[config.mk]
export PLATFORM = sky130hd
export DESIGN_NAME = branch_resolve_ctrl
export DESIGN_NICKNAME = d
export VERILOG_FILES = /design/src/rtl/branch_resolve_ctrl.sv
export SDC_FILE = /design/constraint.sdc
export NUM_CORES = 1
export LEC_CHECK = 0
export CAP_MARGIN = 10
export CORE_ASPECT_RATIO = 0.7
export CORE_MARGIN = 2
export CORE_UTILIZATION = 41
export CTS_BUF_LIST = sky130_fd_sc_hd__clkbuf_8
export DETAILED_ROUTE_END_ITERATION = 12
export PLACE_DENSITY = 0.72
export SYNTH_ARGS = -nofsm -noshare
export SYNTH_HDL_FRONTEND = slang
export SYNTH_SLANG_ARGS = --single-unit
[constraint.sdc]
create_clock -name clk -period 5.84 [get_ports clk]
set_clock_uncertainty 0.05 [all_clocks]
set_input_delay 1.752 -clock clk [delete_from_list [all_inputs] [get_ports clk]]
set_output_delay 1.752 -clock clk [all_outputs]
set_load 0.01 [all_outputs]
[src/rtl/branch_resolve_ctrl.sv]
// Branch direction predictor (2-bit saturating BHT) with misprediction redirect
// and a timed front-end flush sequencer, plus saturating branch statistics.
module branch_resolve_ctrl #(
  parameter int BHT_ENTRIES  = 16,
  parameter int FLUSH_CYCLES = 2,
  parameter int PC_W         = 32
) (
  input  logic            clk,
  input  logic            rst,
  input  logic            if_valid,
  input  logic [PC_W-1:0] if_pc,
  output logic            pred_taken,
  input  logic            ex_valid,
  input  logic            ex_is_branch,
  input  logic            ex_taken,
  input  logic            ex_pred_taken,
  input  logic [PC_W-1:0] ex_pc,
  input  logic [PC_W-1:0] ex_target,
  output logic            redirect,
  output logic [PC_W-1:0] redirect_pc,
  output logic            flush_if_id,
  output logic            flush_id_ex,
  output logic            recovering,
  output logic [15:0]     branch_count,
  output logic [15:0]     mispred_count
);

  localparam int IDX_W = $clog2(BHT_ENTRIES);

  typedef enum logic {RUN, RECOVER} state_t;

  state_t           state;
  logic [3:0]       cnt;
  logic [1:0]       bht [BHT_ENTRIES];
  logic [IDX_W-1:0] if_idx;
  logic [IDX_W-1:0] ex_idx;
  logic             res;
  logic             mis;
  logic             unused_if_pc;

  // Word-aligned PCs: bits [1:0] never select an entry.
  assign if_idx       = if_pc[IDX_W+1:2];
  assign ex_idx       = ex_pc[IDX_W+1:2];
  assign unused_if_pc = ^if_pc;

  assign res = ex_valid & ex_is_branch & (state == RUN);
  assign mis = res & (ex_taken != ex_pred_taken);

  // Reads the registered table, so a same-cycle update is not yet visible.
  always_comb begin
    pred_taken = if_valid & bht[if_idx][1];
  end

  always_ff @(posedge clk) begin
    if (rst) begin
      state         <= RUN;
      cnt           <= 4'd0;
      redirect      <= 1'b0;
      redirect_pc   <= '0;
      flush_if_id   <= 1'b0;
      flush_id_ex   <= 1'b0;
      recovering    <= 1'b0;
      branch_count  <= 16'd0;
      mispred_count <= 16'd0;
      for (int i = 0; i < BHT_ENTRIES; i++) begin
        bht[i] <= 2'b01;
      end
    end else begin
      redirect <= 1'b0;
      case (state)
        RUN: begin
          if (res) begin
            if (ex_taken) begin
              if (bht[ex_idx] != 2'b11) bht[ex_idx] <= bht[ex_idx] + 2'd1;
            end else begin
              if (bht[ex_idx] != 2'b00) bht[ex_idx] <= bht[ex_idx] - 2'd1;
            end
            if (branch_count != 16'hFFFF) branch_count <= branch_count + 16'd1;
          end
          if (mis) begin
            if (mispred_count != 16'hFFFF) mispred_count <= mispred_count + 16'd1;
            state       <= RECOVER;
            cnt         <= 4'(FLUSH_CYCLES - 1);
            redirect    <= 1'b1;
            redirect_pc <= ex_taken ? ex_target : ex_pc + PC_W'(4);
            flush_if_id <= 1'b1;
            flush_id_ex <= 1'b1;
            recovering  <= 1'b1;
          end
        end
        RECOVER: begin
          // EX inputs are ignored here; the counter alone times the flush window.
          if (cnt == 4'd0) begin
            state       <= RUN;
            flush_if_id <= 1'b0;
            flush_id_ex <= 1'b0;
            recovering  <= 1'b0;
          end else begin
            cnt <= cnt - 4'd1;
          end
        end
        default: state <= RUN;
      endcase
    end
  end

endmodule

==> impl_metrics.toml, run 1 <==
[floorplan]
dieHeight_um = 100.7
placement_rows = 35
coreArea_mm2 = 0.01309
die-width_um = 142.1
dieArea_mm2 = 0.01431
ios = 172
start_util = 0.4183

[detailed_routing]
dr.pass1.iters = 5
first_iter_violations = 296
vias = 4772
vias_per_cell = 5.498
finalWirelength_mm = 14.56
drc_errors = 0
drtAntennaViolNets = 0
avgRoutedWirePerCell_um = 16.77

[yosys]
synth_top_family_by_area = "simple AND/OR/NAND/NOR gates"
synth.distinct_cells = 64
syn-cell-area_mm2 = 0.005477
avgSynthCellArea_um2 = 9.591
yosys.area.top_type = "dfxtp_1"
yosys.area_share.simple = 0.2006
yosys-top-cells-area = "dfxtp_1 26%, edfxtp_1 18%, xor2_1 5.3%"
synth-compound-area-share = 0.1341
synth-main-ff-cell = "dfxtp_1"
synthDominantCellAreaShare = 0.2595
synth_cells = 571
yosysWarningCount = 0
synthArstFlopShare = 0
synth_xor_xnor_area_share = 0.09276
synth_nets = 682
synth_edf_count = 32
synth-seq-area-share = 0.4350
synth_mux_area_frac = 0.08179
ys_ff_latch = 103
synthAdderAreaFrac = 0.01828

[global_routing]
overflow = 0
grt_max_degree = 37
antenna_found_initial = 0
grt_pass1_vias = 4554
grt_pass1_wl_mm = 22.92
track_usage = 0.2024

[power]
power_frac_comb = 0.161
p_seq_frac = 0.560
p_sw_w = 0.0003557
clkPwrFrac = 0.279
powerDensity_mw_per_mm2 = 191.3
vdd_drop_max_uv = 92.30
sw_frac_of_total = 0.2591
power.internal_w = 0.001017
p_leak_nw = 2.352

[timing]
finalCriticalPeriod_ps = 5543
setup_ws_ps = 297.2
drv_slew = 0
rsz0062_at_grt = "false"
min_period_over_period = 0.9491
finalSetupTns_ps = 0
slew_headroom = 0.3526
timing.fmax_mhz = 180.4
setup_viol = 0
hold_violations = 0
whs_ps = 420.3
worst_slew_pin_slew_ps = 969.0

[final_layout]
area_delta_synth_final_pct = 30.98
regArea_mm2 = 0.002382
drive_above_1_share = 0.07835
antenna_cells = 0
finalNetCount = 808
fillers = 1140
final_area_mm2 = 0.007173
multiInputGateArea_mm2 = 0.002907

[worst_setup_path]
path_cells = "clkdlybuf4s50_1 -> mux4_2 -> mux4_2 -> and2_1 -> clkdlybuf4s50_1"
r2r_cells = 5
worstSetupPathType = "in -> out"
rrSetupSlack_ps = 3080
worstPathArrival_ps = 3740
start_kind = "primary input"
cpMaxStageDelayCell = "clkdlybuf4s50_1"
crit_path_max_fanout = 4
critPathMaxStageDelay_ps = 570
critPathRequiredTime_ps = 4040
r2r-end = "bht[10][0]$_SDFFCE_PN1P_"
rr_startpoint = "state$_SDFF_PP0_"
worstSetupEndpointType = "primary output"

[hold_path]
holdPathStages = 1
min_path_type = "reg -> reg"
min_to = "redirect_pc[17]$_SDFFE_PP0P_"
min_from = "redirect_pc[17]$_SDFFE_PP0P_"

[clock_tree]
cts_sinks = 103
cts_buffers = 9
cts_root_buf = "clkbuf_8"
clock_path_buffers = 2
cts_tree = "yes"
clk_latency_ps = 360
path_clk_slew_ps = 90
ctsHoldBuffers = 0
cts_max_level = 3

[placed_design]
post_dp_cell_area_mm2 = 0.007014
routabilityCongestion = 0.8315
io_buffers = 143
dp_hpwl_mm = 10.58
place_ws_ps = 12.55

[flow_run]
drv_cap = 0

[run_status]
outcome = "finished, final reports clean"
[layout by cell type (no fill, tap or decap), drive strengths merged, types with 6 or more instances in the layout]
cell type,n
mux2,11
nand3,34
xor2,33
and4,6
dfxtp,71
inv,10
and3,11
nand4,21
nor3,9
and2,7
nand2,46
buf,7
clkdlybuf4s50,142
mux2i,6
xnor2,25
a21oi,8
o21ai,51
nor2,62
clkbuf,9
a22oi,19
a22o,9
ha,8
edfxtp,32
mux4,11
[layout make-up]
| cell class | count | share of cell area |
|---|---|---|
| clock buffers | 9 | 0.01727 |
| clock inverters | 7 | 0.004535 |
| repair buffers | 150 | 0.2072 |
| flip-flops and latches | 103 | 0.3321 |
| inverters | 9 | 0.004710 |
| multi-input cells | 424 | 0.4052 |
| well taps | 166 | 0.02896 |
[flip-flops by register name, summed over array words and instances (netlist names)]
name / flops
bht: 32
branch_count: 16
cnt: 4
mispred_count: 16
recovering: 1
redirect: 1
redirect_pc: 32
state: 1
[per-layer routing]
| metal | GRT usage | share of wire | up-vias |
|---|---|---|---|
| met1 | 0.2862 | 0.48 | 2260 |
| li1 | - | - | 2337 |
| met2 | 0.3188 | 0.45 | 168 |
| met5 | 0 | 0 | - |
| met3 | 0.04466 | 0.067 | 7 |
| met4 | 0.04615 | 0.0071 | 0 |
[metrics by stage]
stage                     instances  power (W)  utilization
after floorplan                 571  0.0008940            -
after global placement          852  0.0009994       0.5357
after detailed placement        852   0.001005       0.5357
after CTS                       868   0.001389       0.5476
after global routing            868   0.001433       0.5478
final                           868   0.001372       0.5478
[cell families (layout without fill, tap and decap cells)]
family | Yosys count | count (layout)
compound gates | 111 | 111
xor+xnor | 58 | 58
fa+ha+maj | 8 | 8
buf+inv | 44 | 175
flops | 103 | 103
mux | 28 | 28
simple gates | 219 | 219
[cell usage after synthesis, types with 3 or more instances]
cell,instances
o21ai_1,8
mux2_2,8
o21ai_0,43
o211ai_1,5
clkbuf_1,21
nor4b_1,3
edfxtp_1,32
dfxtp_1,71
buf_6,3
buf_4,3
xor2_1,33
buf_1,3
o2111ai_1,5
and2_1,6
a22oi_1,19
nor2_1,62
mux2i_1,4
nor4_1,4
and4_1,6
mux4_2,11
inv_1,7
buf_2,4
nand2_1,46
mux2_1,3
a22o_1,9
and3_1,11
a21oi_1,7
nand2b_1,3
nand4_1,21
nor3_1,7
ha_1,8
xnor2_1,25
nand3_1,34
[worst max path at each step]
stage	end	start	slack, ps
3_3_place_gp	pred_taken	if_pc[2]	20
4_1_cts	pred_taken	if_pc[2]	6
5_1_grt	pred_taken	if_pc[3]	230
6_report	pred_taken	if_pc[3]	300
2_1_floorplan	pred_taken	if_pc[2]	1180
3_5_place_dp	pred_taken	if_pc[2]	10
[worst max-delay path, delay by kind of cell]
| kind | cells | cell delay [ps] |
|---|---|---|
| AND/OR/NAND/NOR | 1 | 160 |
| multiplexers | 2 | 780 |
| buffers and inverters | 2 | 1040 |
[power groups by stage]
| stage | sequential (W) | clock (W) | combinational [W] |
|---|---|---|---|
| finish | 0.000769 | 0.000382 | 0.000222 |
| global route | 0.000771 | 0.000423 | 0.000239 |
| CTS | 0.000769 | 0.000399 | 0.000222 |
| detailed placement | 0.000785 | 0 | 0.000220 |
| global placement | 0.000784 | 0 | 0.000215 |
| floorplan | 0.000786 | 0 | 0.000108 |
[timing repair]
item                                    CTS  global route
endpoints found under the setup margin    0             1
gates resized for setup                   0             1
setup buffers                             0             0
Power figures use the tool's default switching activity.
==> run 2: changes to the inputs <==
Settings changed: CORE_ASPECT_RATIO 0.7 to 1.4.
==> run 2 against run 1 <==
  * Cell count increased by 1.5%
  * Fmax up 0.27%
  * Non-clock buffer count fell by 2
  * Sequential power hardly changed
  * Total power rose by 6.5%
  * Sequential share of layout area fell by 0.18 points
  * Clock power is 23% higher
  * Core utilization down 0.15 points
==> impl_metrics.toml, run 2 (synthesis gave the netlist of run 1 again) <==
[detailed_routing]
vias = 4881
vias_per_cell = 5.540
drc_errors = 0
finalWirelength_mm = 14.97
drtAntennaViolNets = 0
avgRoutedWirePerCell_um = 17.00
dr.pass1.iters = 5
first_iter_violations = 232

[worst_setup_path]
worstSetupEndpointType = "primary output"
worstSetupPathType = "in -> out"
worstPathArrival_ps = 3730
crit_path_max_fanout = 4
start_kind = "primary input"
critPathRequiredTime_ps = 4040

[power]
powerDensity_mw_per_mm2 = 202.6
p_leak_nw = 2.370
vdd_drop_max_uv = 120.0

[final_layout]
antenna_cells = 0
layout_commonest_cell = "clkdlybuf4s50_1"
fillers = 1215
drive_above_1_share = 0.07439
biggestRegsByFlops = "bht x32, redirect_pc x32"
area_delta_synth_final_pct = 31.69
layout_common_cells = "142 x clkdlybuf4s50_1, 71 x dfxtp_1, 62 x nor2_1"
finalNetCount = 806

[floorplan]
start_util = 0.4149
dieArea_mm2 = 0.01431
die-width_um = 101.7
ios = 172
dieHeight_um = 140.8
placement_rows = 50
coreArea_mm2 = 0.01320

[timing]
drv_slew = 0
finalCriticalPeriod_ps = 5528
hold_violations = 0
min_period_over_period = 0.9465
finalSetupTns_ps = 0
rsz0062_at_grt = "false"
slew_headroom = 0.1842
worst_slew_pin_slew_ps = 1217
setup_ws_ps = 312.4
setup_viol = 0
timing.fmax_mhz = 180.9

[global_routing]
antenna_found_initial = 0
track_usage = 0.2127
grt_max_degree = 37
overflow = 0
grt_pass1_vias = 4981
grt_pass1_wl_mm = 24.30

[placed_design]
routabilityCongestion = 0.8618
io_buffers = 143
dp_hpwl_mm = 11.28
place_ws_ps = 5.844

[clock_tree]
clk_latency_ps = 370
cts_tree = "yes"
cts_buffers = 9
cts_root_buf = "clkbuf_8"
path_clk_slew_ps = 90
cts_sinks = 103
clock_path_buffers = 2
cts_max_level = 3
ctsHoldBuffers = 0
post_cts_buffers = 0

[hold_path]
min_path_type = "reg -> reg"

[run_status]
outcome = "finished, final reports clean"

[flow_run]
drv_cap = 0
run 2: cell count changes in the layout (fill, tap and decap cells not counted), sizes merged:
| cell | change |
|---|---|
| bufinv | +2 |
| inv | +1 |
| clkinvlp | -2 |
| buf | -2 |
| clkinv | -2 |
run 2: critical path, stage by stage:
cell and delay, ps:
clkdlybuf4s50_1 570, mux4_2 320, mux4_2 450, and2_1 160, clkdlybuf4s50_1 470
run 2: report_power, final:
group          internal, W  switching, W  total, W
Combinational     0.000114      0.000107  0.000220
Clock             0.000236      0.000236  0.000471
Sequential        0.000755     0.0000144  0.000769
run 2: stage by stage:
stage	total power [W]	util	cells	instance area, um2	hold slack, ps
6_report	0.001461	0.5464	881	7212	414.2
5_1_grt	0.001513	0.5464	881	7212	456.4
4_1_cts	0.001473	0.5462	881	7209	419.2
3_5_place_dp	0.001005	0.5307	866	7005	398.9
3_3_place_gp	0.0009993	0.5307	866	7005	386.6
2_1_floorplan	0.0008940	-	571	5477	427.4
run 2: path summary, 6_finish.rpt:
check                                    from                          end  slack (ps)  depth (start not counted)
hold reg to reg   redirect_pc[8]$_SDFFE_PP0P_  redirect_pc[8]$_SDFFE_PP0P_         410                          2
setup / recovery                     if_pc[3]                   pred_taken         310                          5
hold / removal    redirect_pc[8]$_SDFFE_PP0P_  redirect_pc[8]$_SDFFE_PP0P_         410                          2
setup reg to reg             state$_SDFF_PP0_     bht[11][1]$_SDFFCE_PN0P_        2980                          5
run 2: area by class of cell:
class	instances	area, um2	area share
multi-input cells	424	2893	0.4011
repair buffers	148	1471	0.2040
clock buffers	9	123.9	0.01718
inverters	9	33.78	0.004684
flip-flops and latches	103	2382	0.3303
well taps	182	227.7	0.03158
clock inverters	6	80.08	0.01110
run 2: per-layer routing:
layer | track usage | vias up | routed length [um]
li1 | - | 2332 | -
met1 | 0.2275 | 2364 | 5560
met2 | 0.3899 | 167 | 8092
met3 | 0.05949 | 18 | 1016
met4 | 0.07681 | 0 | 303
met5 | 0 | - | 0
run 2: timing repair:
action / in CTS / in global routing
endpoints found under the hold margin: 0 / 0
setup endpoints to repair: 0 / 1
resized for setup: 0 / 1
